==> src/rtl/rl_fifo_pkg.sv <==
// rtl/rl_fifo_pkg.sv - shared types and width helpers for the RAM-backed FIFO controller
package rl_fifo_pkg;

  // Occupancy of the two-entry output stage
  typedef enum logic [1:0] {
    OCC_EMPTY = 2'd0,
    OCC_ONE   = 2'd1,
    OCC_TWO   = 2'd2
  } occ_e;

  // Level counts RAM words plus one in-flight read plus two staged words
  localparam int LVL_XTRA_BITS = 2;

  // Pointers carry one extra wrap bit so full and empty are distinguishable
  function automatic int ptr_w(input int abits);
    return abits + 1;
  endfunction

  function automatic int lvl_w(input int abits);
    return abits + LVL_XTRA_BITS;
  endfunction

endpackage

==> src/rtl/rl_skid_buf2.sv <==
// rtl/rl_skid_buf2.sv - two-entry in-order output stage fed by RAM read data
module rl_skid_buf2
  import rl_fifo_pkg::*;
#(
  parameter int DBITS = 32
) (
  input  logic             clk_i,
  input  logic             rst_i,
  input  logic             flush_i,
  input  logic             push_i,
  input  logic [DBITS-1:0] data_i,
  input  logic             pop_i,
  output logic [DBITS-1:0] data_o,
  output logic             valid_o,
  output occ_e             occ_o
);

  occ_e             occ_q;
  logic [DBITS-1:0] head_q;
  logic [DBITS-1:0] tail_q;

  // Occupancy FSM: head always holds the oldest word, tail the younger one
  always_ff @(posedge clk_i or posedge rst_i) begin
    if (rst_i) begin
      occ_q  <= OCC_EMPTY;
      head_q <= '0;
      tail_q <= '0;
    end else if (flush_i) begin
      occ_q  <= OCC_EMPTY;
      head_q <= '0;
      tail_q <= '0;
    end else begin
      case (occ_q)
        OCC_EMPTY: begin
          if (push_i) begin
            head_q <= data_i;
            occ_q  <= OCC_ONE;
          end
        end
        OCC_ONE: begin
          case ({push_i, pop_i})
            2'b10: begin
              tail_q <= data_i;
              occ_q  <= OCC_TWO;
            end
            2'b01: occ_q <= OCC_EMPTY;
            2'b11: head_q <= data_i;
            default: ;
          endcase
        end
        OCC_TWO: begin
          if (pop_i) begin
            head_q <= tail_q;
            if (push_i) tail_q <= data_i;
            else        occ_q  <= OCC_ONE;
          end
        end
        default: occ_q <= OCC_EMPTY;
      endcase
    end
  end

  assign data_o  = head_q;
  assign valid_o = (occ_q != OCC_EMPTY);
  assign occ_o   = occ_q;

  // The read-issue rule upstream must never deliver a word into a full stage
  assert property (@(posedge clk_i) disable iff (rst_i) !(occ_q == OCC_TWO && push_i));

endmodule

==> src/rtl/rl_ram_1r1w_fifo_ctrl.sv <==
// rtl/rl_ram_1r1w_fifo_ctrl.sv - FIFO controller using an external 1R1W RAM as storage
module rl_ram_1r1w_fifo_ctrl
  import rl_fifo_pkg::*;
#(
  parameter int ABITS = 10,
  parameter int DBITS = 32
) (
  input  logic                   clk_i,
  input  logic                   rst_i,
  input  logic                   flush_i,
  input  logic [DBITS-1:0]       s_data_i,
  input  logic                   s_valid_i,
  output logic                   s_ready_o,
  output logic [DBITS-1:0]       m_data_o,
  output logic                   m_valid_o,
  input  logic                   m_ready_i,
  output logic [ABITS+1:0]       level_o,
  output logic [ABITS-1:0]       ram_waddr_o,
  output logic [DBITS-1:0]       ram_din_o,
  output logic                   ram_we_o,
  output logic [(DBITS+7)/8-1:0] ram_be_o,
  output logic [ABITS-1:0]       ram_raddr_o,
  output logic                   ram_re_o,
  input  logic [DBITS-1:0]       ram_dout_i
);

  localparam int PW = ptr_w(ABITS);
  localparam int LW = lvl_w(ABITS);
  localparam logic [PW-1:0] FULL_LVL = {1'b1, {ABITS{1'b0}}};

  logic [PW-1:0] wptr_q;
  logic [PW-1:0] rptr_q;
  logic [PW-1:0] wptr_d;
  logic [PW-1:0] rptr_d;
  logic [PW-1:0] ram_lvl;
  logic          s_ready_q;
  logic          rd_pend_q;
  logic          push;
  logic          pop;
  logic          issue;
  logic [2:0]    stage_need;
  occ_e          occ;
  logic [1:0]    occ_bits;

  // A flush cycle refuses pushes so nothing lands in RAM that is about to be forgotten
  assign s_ready_o = s_ready_q & ~flush_i;
  assign push      = s_valid_i & s_ready_o;
  assign pop       = m_valid_o & m_ready_i & ~flush_i;

  assign ram_lvl   = wptr_q - rptr_q;

  // Words the output stage will have to hold if another read is issued now
  assign occ_bits   = occ;
  assign stage_need = {1'b0, occ_bits} + {2'b00, rd_pend_q} - {2'b00, pop};
  assign issue      = (ram_lvl != '0) & (stage_need < 3'd2) & ~flush_i;

  assign wptr_d = wptr_q + {{(PW-1){1'b0}}, push};
  assign rptr_d = rptr_q + {{(PW-1){1'b0}}, issue};

  // Pointer, pending-read and ready bookkeeping; ready looks ahead at next-cycle RAM level
  always_ff @(posedge clk_i or posedge rst_i) begin
    if (rst_i) begin
      wptr_q    <= '0;
      rptr_q    <= '0;
      rd_pend_q <= 1'b0;
      s_ready_q <= 1'b1;
    end else if (flush_i) begin
      wptr_q    <= '0;
      rptr_q    <= '0;
      rd_pend_q <= 1'b0;
      s_ready_q <= 1'b1;
    end else begin
      wptr_q    <= wptr_d;
      rptr_q    <= rptr_d;
      rd_pend_q <= issue;
      s_ready_q <= ((wptr_d - rptr_d) != FULL_LVL);
    end
  end

  // RAM read data arrives one cycle after issue and is captured straight into the stage
  rl_skid_buf2 #(
    .DBITS (DBITS)
  ) u_stage (
    .clk_i   (clk_i),
    .rst_i   (rst_i),
    .flush_i (flush_i),
    .push_i  (rd_pend_q),
    .data_i  (ram_dout_i),
    .pop_i   (pop),
    .data_o  (m_data_o),
    .valid_o (m_valid_o),
    .occ_o   (occ)
  );

  assign ram_waddr_o = wptr_q[ABITS-1:0];
  assign ram_din_o   = s_data_i;
  assign ram_we_o    = push;
  assign ram_be_o    = '1;
  assign ram_raddr_o = rptr_q[ABITS-1:0];
  assign ram_re_o    = issue;

  assign level_o = LW'(ram_lvl) + LW'(rd_pend_q) + LW'(occ_bits);

  // A read only targets written words and a write never targets a full RAM, so addresses differ
  assert property (@(posedge clk_i) disable iff (rst_i)
                   !(ram_we_o && ram_re_o && (ram_waddr_o == ram_raddr_o)));

endmodule
==> config.mk <==
export PLATFORM = sky130hd
export DESIGN_NAME = rl_ram_1r1w_fifo_ctrl
export DESIGN_NICKNAME = d
export VERILOG_FILES = /design/src/rtl/rl_fifo_pkg.sv /design/src/rtl/rl_skid_buf2.sv /design/src/rtl/rl_ram_1r1w_fifo_ctrl.sv
export SDC_FILE = /design/constraint.sdc
export NUM_CORES = 1
export LEC_CHECK = 0
export ABC_AREA = 1
export CORE_AREA = 2 2 144 104
export DETAILED_ROUTE_END_ITERATION = 8
export DIE_AREA = 0 0 146 106
export MAX_ROUTING_LAYER = met4
export PLACE_DENSITY = 0.78
export SLEW_MARGIN = 20
export SYNTH_ARGS = -nofsm -noshare
export SYNTH_HDL_FRONTEND = slang
export SYNTH_HIERARCHICAL = 1
export SYNTH_SLANG_ARGS = --single-unit
export TNS_END_PERCENT = 30
==> constraint.sdc <==
create_clock -name clk_i -period 8.4 [get_ports clk_i]
set_input_delay 1.68 -clock clk_i [delete_from_list [all_inputs] [get_ports clk_i]]
set_output_delay 1.68 -clock clk_i [all_outputs]
set_load 0.05 [all_outputs]
* After elaboration in Yosys (flattened, before gate mapping)
Index checks and enable logic that the tools add are counted.
Word-level totals: bits in registers 90, input bits 69, word-level logic and storage cells 63
Cells by class: add/sub/neg operators 8, $lt $le $gt $ge 1, eq/ne operators 13, muxes and demuxes 19, bitwise logic cells 7, reduce and logical (&&, ||, !) cells 8
Operator list (number):
- 32-bit 2-to-1 mux | 7
- 32-bit case mux with 3 select lines | 1
- 32-bit case mux with 2 select lines | 1
- 11-bit by 1-bit adder with 11-bit output | 2
- 11-bit 2-to-1 mux | 2
- 11-bit subtractor | 2
- 3-bit inequality test, second input constant | 5
- 11-bit by 1-bit adder with 12-bit output | 1
- 12-bit by 2-bit adder with 12-bit output | 1
- 4-bit AND reduction | 3
- 11-bit inequality test, second input constant | 1
- 11-bit nonzero test | 1
- 2-bit 2-to-1 mux | 4
- 1-bit AND | 6
- 2-bit == test, second input constant | 3
- 2-bit case mux with 3 select lines | 1
- 2-bit by 1-bit == test with 1-bit output, second input constant | 2
- 4-bit by 3-bit inequality test with 1-bit output, second input constant | 1
- 2-bit case mux with 2 select lines | 1
- 4-bit nonzero test | 1
- 2-bit by 1-bit adder with 3-bit output | 1
- 3-bit by 2-bit less-than comparator with 1-bit output, second input constant | 1
- 3-bit by 2-bit inequality test with 1-bit output, second input constant | 1
- 3-bit nonzero test | 1
- other kinds (5) | 6

* Logic depth before layout (Yosys ltp)
Gate-level depths: netlist of the first run.
word-level depth 11, depth in mapped cells 31

* Modules after synthesis
The synthesis of the first run kept the hierarchy.
Modules (own cells, without submodules):
- rl_skid_buf2 | instances 1, cells each 474, area each 3434.5 um2
- rl_ram_1r1w_fifo_ctrl | instances 1, cells each 448, area each 3036.7 um2

* Worst setup path after synthesis of the first run
No wires, ideal clock.
path type input to register, start input flush_i, end register s_ready_q, arrival time 6.090 ns, data required time 8.317 ns, setup slack 2.227 ns, stages on the path 23, cells stage by stage clkbuf_1 > clkbuf_1 > nor2_1 > ha_1 > nor2_1 > fa_1 > nor2_1 > nand2_1 > nor2_1 > ha_1 > nand3_1 > nor3_1 > nand2_1 > nor2_1 > xor2_1 > ha_1 > a21oi_1 > o21bai_1 > a21oi_1 > nand2_1 > and2_1 > nor2_1 > nand3_1
On the way: cells in the longest elaborated chain, start to end 10
Ends and longest elaborated chain:
- from (decl) | RTL line rl_ram_1r1w_fifo_ctrl.sv:10 | input logic flush_i,
- 1-bit inverter | RTL line rl_ram_1r1w_fifo_ctrl.sv:48 | assign pop = m_valid_o & m_ready_i & ~flush_i;
- 1-bit AND | RTL line rl_ram_1r1w_fifo_ctrl.sv:48
- via pop | RTL line rl_ram_1r1w_fifo_ctrl.sv:39 | logic pop;
- 3-bit by 1-bit subtractor with 3-bit output | RTL line rl_ram_1r1w_fifo_ctrl.sv:54 | assign stage_need = {1'b0, occ_bits} + {2'b00, rd_pend_q} - {2'b00, pop};
- 3-bit by 2-bit less-than comparator with 1-bit output | RTL line rl_ram_1r1w_fifo_ctrl.sv:55 | assign issue = (ram_lvl != '0) & (stage_need < 3'd2) & ~flush_i;
- 1-bit AND (2 in series) | RTL line rl_ram_1r1w_fifo_ctrl.sv:55
- via ram_re_o | RTL line rl_ram_1r1w_fifo_ctrl.sv:23 | output logic ram_re_o,
- 11-bit by 1-bit adder with 11-bit output | RTL line rl_ram_1r1w_fifo_ctrl.sv:58 | assign rptr_d = rptr_q + {{(PW-1){1'b0}}, issue};
- 11-bit subtractor | RTL line rl_ram_1r1w_fifo_ctrl.sv:76 | s_ready_q <= ((wptr_d - rptr_d) != FULL_LVL);
- 11-bit inequality test | RTL line rl_ram_1r1w_fifo_ctrl.sv:76
- 1-bit 2-to-1 mux | RTL line rl_ram_1r1w_fifo_ctrl.sv:67 | end else if (flush_i) begin
- to (signal assigned) | RTL line rl_ram_1r1w_fifo_ctrl.sv:76
- to (decl) | RTL line rl_ram_1r1w_fifo_ctrl.sv:36 | logic s_ready_q;
The timed path passes the listed nets, and every way through them passes these cells. A chain may end at the register's enable or synchronous reset.

* Worst setup path in the final report of the first run
start input m_ready_i, end output ram_re_o
On the way: cells in the longest elaborated chain, start to end 6
Ends and longest elaborated chain:
- from (decl) | RTL line rl_ram_1r1w_fifo_ctrl.sv:16 | input logic m_ready_i,
- 1-bit AND (2 in series) | RTL line rl_ram_1r1w_fifo_ctrl.sv:48
- via pop | RTL line rl_ram_1r1w_fifo_ctrl.sv:39
- 3-bit by 1-bit subtractor with 3-bit output | RTL line rl_ram_1r1w_fifo_ctrl.sv:54
- 3-bit by 2-bit less-than comparator with 1-bit output | RTL line rl_ram_1r1w_fifo_ctrl.sv:55
- 1-bit AND (2 in series) | RTL line rl_ram_1r1w_fifo_ctrl.sv:55
- to (decl) | RTL line rl_ram_1r1w_fifo_ctrl.sv:23
The timed path passes the listed nets, and every way through them passes these cells.

==> summary.md, run 1 <==
| Metric | Value |
|---|---|
| GRT overflow | `0` |
| Launch point of the critical path | `m_ready_i` |
| Number of setup violations in the final report | `0` |
| Slew @ Worst Pin | `between 0.9 and 1 ns` |
| Setup TNS | `0 ns` |
| Antenna violations before repair | `0` |
| RD Place Congestion | `0.884` |
| Post-synthesis simple-gate area fraction | `0.362` |
| Static Leak | `0.00395 uW` |
| Top cell type's share of synthesized area | `0.344` |
| Mean Syn Cell Area | `7.02 um^2` |
| Fin crit period | `roughly 6.3 ns` |
| WP data required | `around 6.7 ns` |
| Synth Area in Adders | `0.0626` |
| Predominant post-synthesis flop cell | `dfrtp_1` |
| Hold-fix buffer count after cts | `0` |
| Area contributors post-synth | `dfrtp_1, nand2_1, nand3_1` |
| Final worst slack | `around 2.1 ns` |
| Worst setup path category | `input port to output port` |
| Total routed wirelength | `roughly 16000 um` |
| Die area | `between 0.015 and 0.02 mm^2` |
| Synth Cell Area | `between 0.006 and 0.007 mm^2` |
| Largest net degree at the start of global routing | `74` |
| Synth Area in Compound Gates | `0.0369` |
| # IOs | `between 150 and 200` |
| RSZ-0062 raised after global routing | `no` |
| Aggregate global-route resource usage | `0.218` |
| Distinct cells, synth | `36` |
| Fraction of layout cells with a size suffix above 1 | `0.0481` |
| Vias in the first global route | `~5300` |
| Final instance area | `0.00751 mm^2` |
| # rows | `37` |
| DRC Markers | `0` |
| Internal power | `~1200 uW` |
| Relative slew margins | `0.364` |
| Nets@finish | `approximately 1100` |
| Part of the cycle the worst path needs | `0.750` |
| Maximum clock path buffer count | `2` |
| Worst Skew | `0.00999 ns` |
| Arr. time, crit path | `around 4.6 ns` |
| Switch share | `0.501` |
| Clock transition at path regs | `0.07 ns` |
| Starting Density | `0.454` |
| Resize count post-CTS | `0` |
| Max Slew Vio Count | `0` |
| Hold Crit Start | `u_stage/tail_q[26]$_DFFE_PP0P_` |
| Largest area contributor in the netlist | `dfrtp_1` |
| Detailed placement HPWL | `11200 um` |
| Area Overhead vs Synth | `16.1%` |
| MaxCap Viol Count | `0` |
| EDFF count, synth | `0` |
| Flop pwr share | `0.268` |
| H-Tree Depth | `3` |
| Layout Cells excl Fill | `1152` |
| R2r startpoint | `u_stage/occ_o[1]$_DFFE_PP0P_` |
| Critical path peak fanout | `6` |
| Fin. Hold Viols | `0` |
| Max VDD drop | `around 0.11 mV` |
| Post-DP Area | `between 0.007 and 0.008 mm^2` |
| Mux cell area share after synthesis | `0` |
| Placed Cells | `1136` |
| Drt first pass iters | `5` |
| Root Driver | `clkbuf_16` |
| First-pass GRT wire length | `between 20000 and 30000 um` |
| Gate count after technology mapping | `922` |
| Core ar. | `0.0143 mm^2` |
| Comb power frac | `0.561` |
| DR vias | `5726` |
| CTS tree | `done` |
| Async set-reset flop share out of synthesis | `1.00` |
| HP Class | `flip-flop to flip-flop` |
| Critical Path Source Type | `input port` |
| Max Freq | `about 160 MHz` |
| Port-buffer cells | `between 100 and 150` |
| Sink Count | `90` |
| Outcome | `finished clean` |
| WHS | `approximately 0.48 ns` |
| WL per Instance | `13.8 um` |
| Worst skew pair latency | `0.34 ns` |
| PD cells | `between 300 and 400 mW/mm^2` |
| Yosys reg bits | `90` |
| Place WS | `roughly 2.1 ns` |
| Post-synthesis xor/xnor area fraction | `0.0427` |
| Detail Route Antenna Nets | `0` |
| Via-to-Cell Ratio | `a little under 5` |
| Clock power share | `0.171` |
| Die height | `roughly 110 um` |
| Num CTS Buffers | `9` |
| Die width | `146 um` |
| Sw Pwr | `1180 uW` |
| Sequential area share after synthesis | `0.348` |
| # Post-CTS Setup Buffers | `0` |
| Antenna cells | `0` |
| Crit end category | `output port` |
| Syn. warnings | `6` |
| Main combinational cell family by area after synthesis | `simple AND/OR/NAND/NOR gates` |
| First DRT Iteration DRCs | `~540` |
cells in the mapped netlist (2+ instances only):
cell type	instances
o21bai_1	5
buf_2	18
and3_1	2
a21oi_1	14
nand3b_1	22
nand4_1	12
nand2_1	293
xnor2_1	6
xor2_1	20
inv_2	3
xor2_2	2
clkbuf_1	16
o21ai_0	17
ha_1	26
inv_1	94
nand3_1	114
buf_4	57
nor3_1	9
a21oi_2	2
dfrtp_1	89
nand2_2	5
fa_1	4
nor2_2	4
and2_1	3
nor2_1	73
buf_1	2
logic make-up (layout without fill, tap and decap cells):
kind of cell	after synthesis	after routing
simple gates	540	540
buf+inv	190	222
flops	90	90
compound gates	42	42
fa+ha+maj	30	30
xor+xnor	29	29
other cells	1	4
per-layer routing:
metal | vias up | part of all wire | track usage
met4 | 0 | 0.011 | 0.0534
met3 | 13 | 0.069 | 0.0451
met2 | 185 | 0.42 | 0.309
met1 | 2633 | 0.50 | 0.320
li1 | 2895 | - | -
met5 | - | 0 | -
sequential cells by signal, summed over array words and instances, names as in the netlist:
register	cells
u_stage/tail_q	32
u_stage/data_o	32
u_stage/occ_o	2
rd_pend_q	1
wptr_q	11
rptr_q	11
s_ready_q	1
stage by stage:
| step | power, uW | util |
|---|---|---|
| 2_1_floorplan | 1610 | - |
| 6_report | 2350 | 0.527 |
| 3_5_place_dp | 1970 | 0.506 |
| 3_3_place_gp | 1950 | 0.506 |
| 4_1_cts | 2370 | 0.527 |
| 5_1_grt | 2520 | 0.527 |
power groups by stage:
stage	combinational [uW]	clock [uW]	sequential, uW
6_report	1320	401	631
5_1_grt	1440	428	648
4_1_cts	1330	410	631
3_5_place_dp	1330	0	638
3_3_place_gp	1320	0	634
2_1_floorplan	760	0	854
placed cells by master (no fill, tap or decap), types with 2 or more instances in the layout:
master             n
a21oi_1           14
a21oi_2            2
and2_1             3
and3_1             2
buf_4              5
clkbuf_16          9
clkdlybuf4s50_1  104
conb_1             4
dfrtp_1           89
fa_1               4
ha_1              26
inv_1             92
inv_2              5
inv_6              4
inv_8              2
nand2_1          292
nand2_2            6
nand3_1          114
nand3b_1          22
nand4_1           12
nor2_1            73
nor2_2             4
nor3_1             9
o21ai_0           17
o21bai_1           5
xnor2_1            6
xor2_1            20
xor2_2             2
critical path, cell delays in order:
cell	delay (ns)
clkdlybuf4s50_1	0.45
nand2_1	0.04
nor2_1	0.33
ha_1	0.30
nor2_1	0.13
fa_1	0.43
nor2_1	0.11
nand2_1	0.06
nor2_1	0.22
clkdlybuf4s50_1	0.85
area by class of cell:
class                   instances  area [um^2]
flip-flops and latches         90         2250
inverters                      97          364
well taps                     195          244
clock buffers                   9          225
fillers                      1412         6750
multi-input cells             645         3280
repair buffers                109         1080
clock inverters                 7         66.3
worst paths after layout:
check,cells after the start,slack [ns],endpoint
setup / recovery,10,2.10,ram_re_o
hold / removal,2,0.48,u_stage/tail_q[26]$_DFFE_PP0P_
setup reg to reg,24,3.67,s_ready_q$_DFF_PP1_
hold reg to reg,2,0.48,u_stage/tail_q[26]$_DFFE_PP0P_
max in group asynchronous,3,5.90,u_stage/tail_q[11]$_DFFE_PP0P_
min in group asynchronous,2,1.91,wptr_q[0]$_DFF_PP0_
No activity file was read; power rests on OpenSTA's default activity.
==> inputs of run 2 (changes only) <==
==> constraint.sdc (replaced) <==
create_clock -name clk_i -period 6.6 [get_ports clk_i]
set_input_delay 1.32 -clock clk_i [delete_from_list [all_inputs] [get_ports clk_i]]
set_output_delay 1.32 -clock clk_i [all_outputs]
set_load 0.05 [all_outputs]
==> run 2 against run 1 <==
Final cell count is the same. Total power grew 29%. Critical path depth grew 13. Critical endpoint is now s_ready_q$_DFF_PP1_. Largest power group unchanged.
==> summary.md, run 2 (synthesized netlist as in run 1, its figures left out) <==
| Metric | Value |
|---|---|
| MaxCap Viol Count | `0 (unchanged)` |
| Max Slew Vio Count | `0 (unchanged)` |
| Hold Path Cell Cnt | `2 (unchanged)` |
| Fraction of layout cells with a size suffix above 1 | `0.0491 (+0.00104)` |
| Max Freq | `183 MHz` |
| Starting Density | `0.454 (unchanged)` |
| RD Place Congestion | `0.870 (-1.6%)` |
| RR Endpoint | `s_ready_q$_DFF_PP1_` |
| Relative slew margins | `0.354 (-0.0103)` |
| Static Leak | `0.00396 uW (+0.13%)` |
| Total power | `3020 uW (+29%)` |
| # IOs | `173 (unchanged)` |
| Via-to-Cell Ratio | `5.04 (+1.4%)` |
| RSZ-0062 raised after global routing | `no` |
| Setup TNS | `0 ns (unchanged)` |
| Crit end category | `flip-flop` |
| Area Overhead vs Synth | `16.3%` |
| DR vias | `5808 (+1.4%)` |
| Most common cell after layout, fill and taps aside | `nand2_1` |
| FF-to-FF path depth | `24 (unchanged)` |
| Drt first pass iters | `5 (unchanged)` |
| Sink Count | `90 (unchanged)` |
| Resize count post-CTS | `0 (unchanged)` |
| Critical path peak fanout | `6 (unchanged)` |
| Fin crit period | `roughly 5.5 ns` |
| Worst Skew | `0.00857 ns (-0.00142 ns)` |
| Detail Route Antenna Nets | `0 (unchanged)` |
| Clock transition at path regs | `0.07 ns (about the same)` |
| Root Driver | `clkbuf_16` |
| Die area | `0.0155 mm^2 (unchanged)` |
| # fillers | `1404 (-0.57%)` |
| Vias in the first global route | `5346 (+0.39%)` |
| Total routed wirelength | `16400 um (+2.8%)` |
| WP data required | `6.88 ns (+0.16 ns)` |
| Critical Path Source Type | `input port` |
| HP Class | `flip-flop to flip-flop` |
| Commonest non-fill, non-tap cells in the layout | `nand2_1, nand3_1, clkdlybuf4s50_1, inv_1, dfrtp_1` |
| DRC Markers | `0 (unchanged)` |
| Hold Crit Start | `u_stage/data_o[29]$_DFFE_PP0P_` |
| H-Tree Depth | `3 (unchanged)` |
| Worst setup path category | `input port to flip-flop` |
| Largest net degree at the start of global routing | `74 (unchanged)` |
| # Post-CTS Setup Buffers | `0 (unchanged)` |
| Worst skew pair latency | `0.35 ns (about the same)` |
| Die height | `106 um (unchanged)` |
| Part of the cycle the worst path needs | `0.828` |
| First-pass GRT wire length | `27100 um (+1.2%)` |
| PD cells | `402 mW/mm^2 (+28%)` |
| Antenna violations before repair | `0 (unchanged)` |
| WL per Instance | `14.2 um (+2.8%)` |
| Die width | `146 um (unchanged)` |
| WHS | `0.470 ns (-0.00510 ns)` |
| # rows | `37 (unchanged)` |
| R2r startpoint | `u_stage/occ_o[1]$_DFFE_PP0P_` |
| Fin. Hold Viols | `0 (unchanged)` |
| Max VDD drop | `0.209 mV (+88%)` |
| GRT overflow | `0 (unchanged)` |
| Aggregate global-route resource usage | `0.222 (+0.00320)` |
| Arr. time, crit path | `5.75 ns (+1.13 ns)` |
| Min-Delay Endpoint | `u_stage/data_o[29]$_DFFE_PP0P_` |
| Slew @ Worst Pin | `0.968 ns (+0.0154 ns)` |
| Hold-fix buffer count after cts | `0 (unchanged)` |
| Detailed placement HPWL | `11500 um (+2.3%)` |
| Port-buffer cells | `104 (unchanged)` |
| Core ar. | `0.0143 mm^2 (unchanged)` |
| Nets@finish | `1051 (unchanged)` |
| Antenna cells | `0 (unchanged)` |
| Num CTS Buffers | `9 (unchanged)` |
| First DRT Iteration DRCs | `496 (-7.6%)` |
| Worst R2R Setup Slack | `1.71 ns (-1.96 ns)` |
| Outcome | `finished clean` |
| Maximum clock path buffer count | `2 (unchanged)` |
| Number of setup violations in the final report | `0 (unchanged)` |
| CTS tree | `done` |
==> run 2: cell count changes in the layout (fill, tap and decap cells not counted), sizes merged <==
cell and delta:
buf +1, clkdlybuf4s50 -1
==> run 2: worst max-delay path by stage <==
stage | startpoint | endpoint | cells after the start
2_1_floorplan | flush_i | s_ready_q$_DFF_PP1_ | 23
5_1_grt | m_ready_i | s_ready_q$_DFF_PP1_ | 23
3_5_place_dp | m_ready_i | s_ready_q$_DFF_PP1_ | 23
3_3_place_gp | m_ready_i | s_ready_q$_DFF_PP1_ | 23
4_1_cts | m_ready_i | s_ready_q$_DFF_PP1_ | 23
6_report | m_ready_i | s_ready_q$_DFF_PP1_ | 23
==> run 2: worst max-delay path, stage by stage <==
cell and delay [ns]:
clkdlybuf4s50_1 0.45, nand2_1 0.04, nor2_1 0.32, ha_1 0.30, nor2_1 0.14, fa_1 0.44, nor2_1 0.11, nand2_1 0.06
nor2_1 0.25, ha_1 0.24, nand3_1 0.11, nor3_1 0.27, nand2_1 0.12, nor2_1 0.16, xor2_1 0.21, ha_1 0.30
a21oi_1 0.24, o21bai_1 0.09, a21oi_1 0.14, nand2_1 0.08, and2_1 0.16, nor2_1 0.11, nand3_1 0.07
==> run 2: metrics by stage <==
step | worst slack, ns | util | instance area (um^2) | std cells
floorplan | 0.787 | - | 6480 | 925
global placement | 0.941 | 0.507 | 7230 | 1136
detailed placement | 0.774 | 0.507 | 7230 | 1136
CTS | 1.14 | 0.527 | 7520 | 1152
global route | 0.786 | 0.528 | 7520 | 1152
finish | 1.13 | 0.528 | 7520 | 1152
==> run 2: report_power, final <==
part	switching, uW	leakage, uW	internal (uW)	total (uW)
clock network	248	0.000145	267	515
logic	1170	0.00262	536	1700
registers	105	0.00119	699	804
==> run 2: cell type report <==
| class | instances | area, um^2 | area share |
|---|---|---|---|
| clock inverters | 7 | 66.3 | 0.00881 |
| clock buffers | 9 | 225 | 0.0299 |
| flip-flops and latches | 90 | 2250 | 0.300 |
| repair buffers | 109 | 1090 | 0.145 |
| inverters | 97 | 364 | 0.0484 |
| multi-input cells | 645 | 3280 | 0.436 |
| well taps | 195 | 244 | 0.0324 |
==> run 2: metal layers <==
layer  track usage  wire [um]  vias to the layer above
met4        0.0437        180                        0
met3        0.0451       1050                       13
met1         0.328       8110                     2703
met2         0.316       7010                      197
met5             -          0                        -
li1              -          -                     2895
